===== config.mk =====
export PLATFORM = sky130hd
export DESIGN_NAME = div_arbiter
export DESIGN_NICKNAME = d
export VERILOG_FILES = /design/src/rtl/div_arbiter.sv
export SDC_FILE = /design/constraint.sdc
export NUM_CORES = 1
export LEC_CHECK = 0
export CORE_MARGIN = 5
export CORE_UTILIZATION = 43
export DETAILED_ROUTE_END_ITERATION = 12
export PLACE_DENSITY = 0.8
export SLEW_MARGIN = 20
export SYNTH_ARGS = -nofsm -noshare
export SYNTH_HDL_FRONTEND = slang
export SYNTH_SLANG_ARGS = --single-unit

===== constraint.sdc =====
create_clock -name clk -period 2.65 [get_ports clk]
set_clock_uncertainty 0.05 [all_clocks]
set_input_delay 0.3975 -clock clk [delete_from_list [all_inputs] [get_ports clk]]
set_output_delay 0.3975 -clock clk [all_outputs]
set_load 0.02 [all_outputs]

===== src/rtl/div_arbiter.sv =====
// Round-robin front end sharing one sequential divider between two requesters.
// Handles grant, operand capture, start pulse, result return, divide-by-zero and timeout.
module div_arbiter #(
   parameter int WIDTH   = 8,
   parameter int TIMEOUT = 31,
   parameter int CNT_W   = 5
) (
   input  logic             clk,
   input  logic             reset,
   input  logic             req0,
   input  logic             req1,
   input  logic [WIDTH-1:0] dvd0,
   input  logic [WIDTH-1:0] dvs0,
   input  logic [WIDTH-1:0] dvd1,
   input  logic [WIDTH-1:0] dvs1,
   output logic             ack0,
   output logic             ack1,
   output logic             res_err,
   output logic [WIDTH-1:0] res_q,
   output logic [WIDTH-1:0] res_r,
   output logic             busy,
   output logic             div_start,
   output logic [WIDTH-1:0] div_dvd,
   output logic [WIDTH-1:0] div_dvs,
   input  logic             div_valid,
   input  logic [WIDTH-1:0] div_q,
   input  logic [WIDTH-1:0] div_r,
   output logic [1:0]       dbg_state
);

   typedef enum logic [1:0] {IDLE, START, RUN, DONE} state_t;

   state_t           state;
   logic [CNT_W-1:0] cnt;
   logic             last_grant;
   logic             gnt_id;

   logic             grant_id;
   logic [WIDTH-1:0] sel_dvd;
   logic [WIDTH-1:0] sel_dvs;

   // Handshake: a requester raises reqN and holds it with stable operands; the
   // transaction is complete in the single cycle ackN is high (res_* valid then),
   // and reqN must be dropped in that cycle. Requests are only sampled in IDLE.
   always_comb begin
      grant_id = (req0 && req1) ? ~last_grant : req1;
      sel_dvd  = grant_id ? dvd1 : dvd0;
      sel_dvs  = grant_id ? dvs1 : dvs0;
   end

   assign dbg_state = state;

   always_ff @(posedge clk or negedge reset) begin
      if (!reset) begin
         state      <= IDLE;
         cnt        <= '0;
         last_grant <= 1'b1;
         gnt_id     <= 1'b0;
         ack0       <= 1'b0;
         ack1       <= 1'b0;
         res_err    <= 1'b0;
         res_q      <= '0;
         res_r      <= '0;
         busy       <= 1'b0;
         div_start  <= 1'b0;
         div_dvd    <= '0;
         div_dvs    <= '0;
      end else begin
         ack0      <= 1'b0;
         ack1      <= 1'b0;
         div_start <= 1'b0;
         case (state)
            IDLE: begin
               if (req0 || req1) begin
                  gnt_id     <= grant_id;
                  last_grant <= grant_id;
                  div_dvd    <= sel_dvd;
                  div_dvs    <= sel_dvs;
                  busy       <= 1'b1;
                  // Zero divisor short-circuits straight to completion.
                  if (sel_dvs == '0) begin
                     res_err <= 1'b1;
                     res_q   <= '1;
                     res_r   <= sel_dvd;
                     ack0    <= ~grant_id;
                     ack1    <= grant_id;
                     state   <= DONE;
                  end else begin
                     div_start <= 1'b1;
                     state     <= START;
                  end
               end
            end
            START: begin
               cnt   <= '0;
               state <= RUN;
            end
            RUN: begin
               cnt <= cnt + 1'b1;
               if (div_valid) begin
                  res_err <= 1'b0;
                  res_q   <= div_q;
                  res_r   <= div_r;
                  ack0    <= ~gnt_id;
                  ack1    <= gnt_id;
                  state   <= DONE;
               end else if (cnt == CNT_W'(TIMEOUT)) begin
                  res_err <= 1'b1;
                  res_q   <= '0;
                  res_r   <= '0;
                  ack0    <= ~gnt_id;
                  ack1    <= gnt_id;
                  state   <= DONE;
               end
            end
            DONE: begin
               busy  <= 1'b0;
               state <= IDLE;
            end
            default: state <= IDLE;
         endcase
      end
   end

endmodule


==> results_dict.tcl <==
set metrics [dict create \
    status "complete, no violations" \
    dp_hpwl_um 4490 \
    slew_violations 0 \
    initial_utilization 0.446 \
    min_period_ns 2.28 \
    yosys.area.top_type "dfrtp_1" \
    r2r-start "cnt[0]$_DFFE_PN0P_" \
    die-area_um2 6900 \
    routedWlPerCell_um 15.1 \
    numPortBuffers 91 \
    antennaDiodeCount 0 \
    slowest_delay_ns 0.40 \
    clk_pin_slew_ns 0.09 \
    setup_viol 0 \
    leakagePower_nw 1.46 \
    grt_first_pass_wirelength_um 10000 \
    drt_iter0_drc 71 \
    worst_pin_slew_ns 0.571 \
    irDropWorstVdd_v 0.000478 \
    gp_congestion 0.816 \
    yosysTopAreaCellShare 0.491 \
    ant_nets 0 \
    die_h_um 83.1 \
    cts_buffers 5 \
    synthArstFlopShare 1.00 \
    clock_path_buffers 2 \
    cts_tree "built" \
    htree_levels 2 \
    track_usage 0.178 \
    max_freq_mhz 439 \
    nets 372 \
    synth_nets 282 \
    design_area_um2 3390 \
    path_delay_family "compound AO/OA/AOI/OAI gates" \
    antenna_found_initial 0 \
    crit_type "reg2reg" \
    setup_slack_ns 0.372 \
    synth_cell_types 33 \
    ctsResizeCount 0 \
    cts_setup_buffers 0 \
    synth-main-ff-cell "dfrtp_1" \
    drc_errors 0 \
    final_layout_size_suffix_gt1_frac 0.0952 \
    cts.sinks 46 \
    grt_pass1_vias 2119 \
    crit_top_cell "ha_1" \
    synth_cells 224 \
    hold_buffers 0 \
    area_growth_pct 47.9 \
    slew_headroom 0.619 \
    critPathLaunchType "flip-flop" \
    drv_cap 0 \
    worstSetupStartpoint "cnt[0]$_DFFE_PN0P_" \
    placed_area_um2 3280 \
    clk_latency_ns 0.30 \
    yosysMostFrequentCell "nand2_1" \
    cp_max_fo 17 \
    grt_max_degree 47 \
    wl_um 5810 \
    synth_edf_count 0 \
    ios 92 \
    ys_warn_count 0 \
    fp.coreArea_um2 5140 \
    cp_slowest_cell "a2111o_1" \
    power_density_nw_per_um2 1110 \
    syn-cell-area_um2 2290 \
    cp-end-kind "flip-flop" \
    hp-class "in2async" \
    cp_cell_sequence "ha_1, and3_1, ha_1, nor2_1, a22o_1, a2111o_1, buf_12, mux2_1" \
    firstDrtPassIters 4 \
    die_x_um 83.1 \
    worst-path-buf-inv 1 \
    ys_seq_area_frac 0.502 \
    synth_area_leaders "dfrtp_1 49%, nand2_1 7.9%, mux2i_1 7.4%" \
    ctsRootBufferMaster "clkbuf_8" \
    syn_area_per_cell_um2 10.2 \
    rows 26 \
    dp_slack_ns 0.128 \
    ys_seq_elements 46 \
    overflow 0 \
    hold_violations 0 \
    vias 1965 \
    synthTopCellsByCount "48 x nand2_1, 45 x dfrtp_1, 33 x o21ai_0" \
    rsz0062_at_grt "no" \
    crit_arrival_ns 2.42 \
    required_ns 2.79 \
    min_period_over_period 0.860 \
    vias_per_cell 5.10 \
    setup-tns-final_ns 0 \
]
## metal layers
layer  global-route usage  part of all wire
met1                0.216              0.43
met2                0.300              0.49
met3               0.0485             0.054
met4               0.0669             0.028
met5                    0                 0
## sequential cells by signal (all words and copies together) (netlist names)
name and count:
dbg_state 2, last_grant 1, div_start 1, res_err 1
cnt 5, div_dvs 8, res_q 8, busy 1
div_dvd 8, gnt_id 1, ack1 1, res_r 8
ack0 1
## worst reg2reg max path, stage by stage (launching register included)
cell	delay, ns
dfrtp_1	0.38
ha_1	0.19
and3_1	0.17
ha_1	0.15
nor2_1	0.05
a22o_1	0.27
a2111o_1	0.40
buf_12	0.18
mux2_1	0.33
## cell usage in the layout (no fill, tap or decap), types with 6 or more instances in the layout
cell              n
clkdlybuf4s50_1  90
nand2_1          48
dfrtp_1          45
o21ai_0          33
mux2i_1          17
inv_1            10
mux2_4            9
nand3_1           6
mux2_1            6
buf_4             6
## metrics by stage
stage,power (W),instances,hold WS [ns],utilization
final,0.00376,385,0.0330,0.660
after floorplan,0.00241,224,0.0519,-
after CTS,0.00379,385,0.246,0.660
after detailed placement,0.00327,377,0.421,0.639
after global placement,0.00320,377,0.412,0.639
after global routing,0.00400,385,0.0642,0.660
## worst paths after layout
kind / slack, ns / depth (start not counted) / end
max: 0.37 / 8 / res_q[3]$_DFFE_PN0P_
min: 0.03 / 1 / res_q[0]$_DFFE_PN0P_
max in group asynchronous: 1.97 / 2 / last_grant$_DFFE_PN1P_
min in group clk: 0.44 / 2 / div_dvs[3]$_DFFE_PN0P_
min reg2reg: 0.44 / 2 / div_dvs[3]$_DFFE_PN0P_
max reg2reg: 0.37 / 8 / res_q[3]$_DFFE_PN0P_
## cell families (layout without fill, tap and decap cells)
logic type,after synthesis,after routing,share of synthesized area
multiplexers,33,33,0.167
buffers and inverters,24,115,0.0469
adder cells (fa/ha/maj),5,5,0.0273
AO/OA/AOI/OAI,47,47,0.115
AND/OR/NAND/NOR,69,69,0.141
flip-flops,46,46,0.502
## power breakdown
group	internal, W	total (W)	switching, W
clock	0.000278	0.000519	0.000241
combinational	0.00102	0.00206	0.00105
sequential	0.00101	0.00117	0.000169
total	0.00230	0.00376	0.00146
## cell type report
| cell class | instances | area (um2) |
|---|---|---|
| fill | 452 | 1750 |
| sequential | 46 | 1150 |
| multi-input combinational | 154 | 1040 |
| timing repair buffer | 97 | 966 |
| tap | 70 | 87.6 |
| clock buffer | 5 | 68.8 |
| clock inverter | 3 | 40.0 |
| inverter | 10 | 37.5 |
Note: power is estimated with default switching activity, not from simulation.
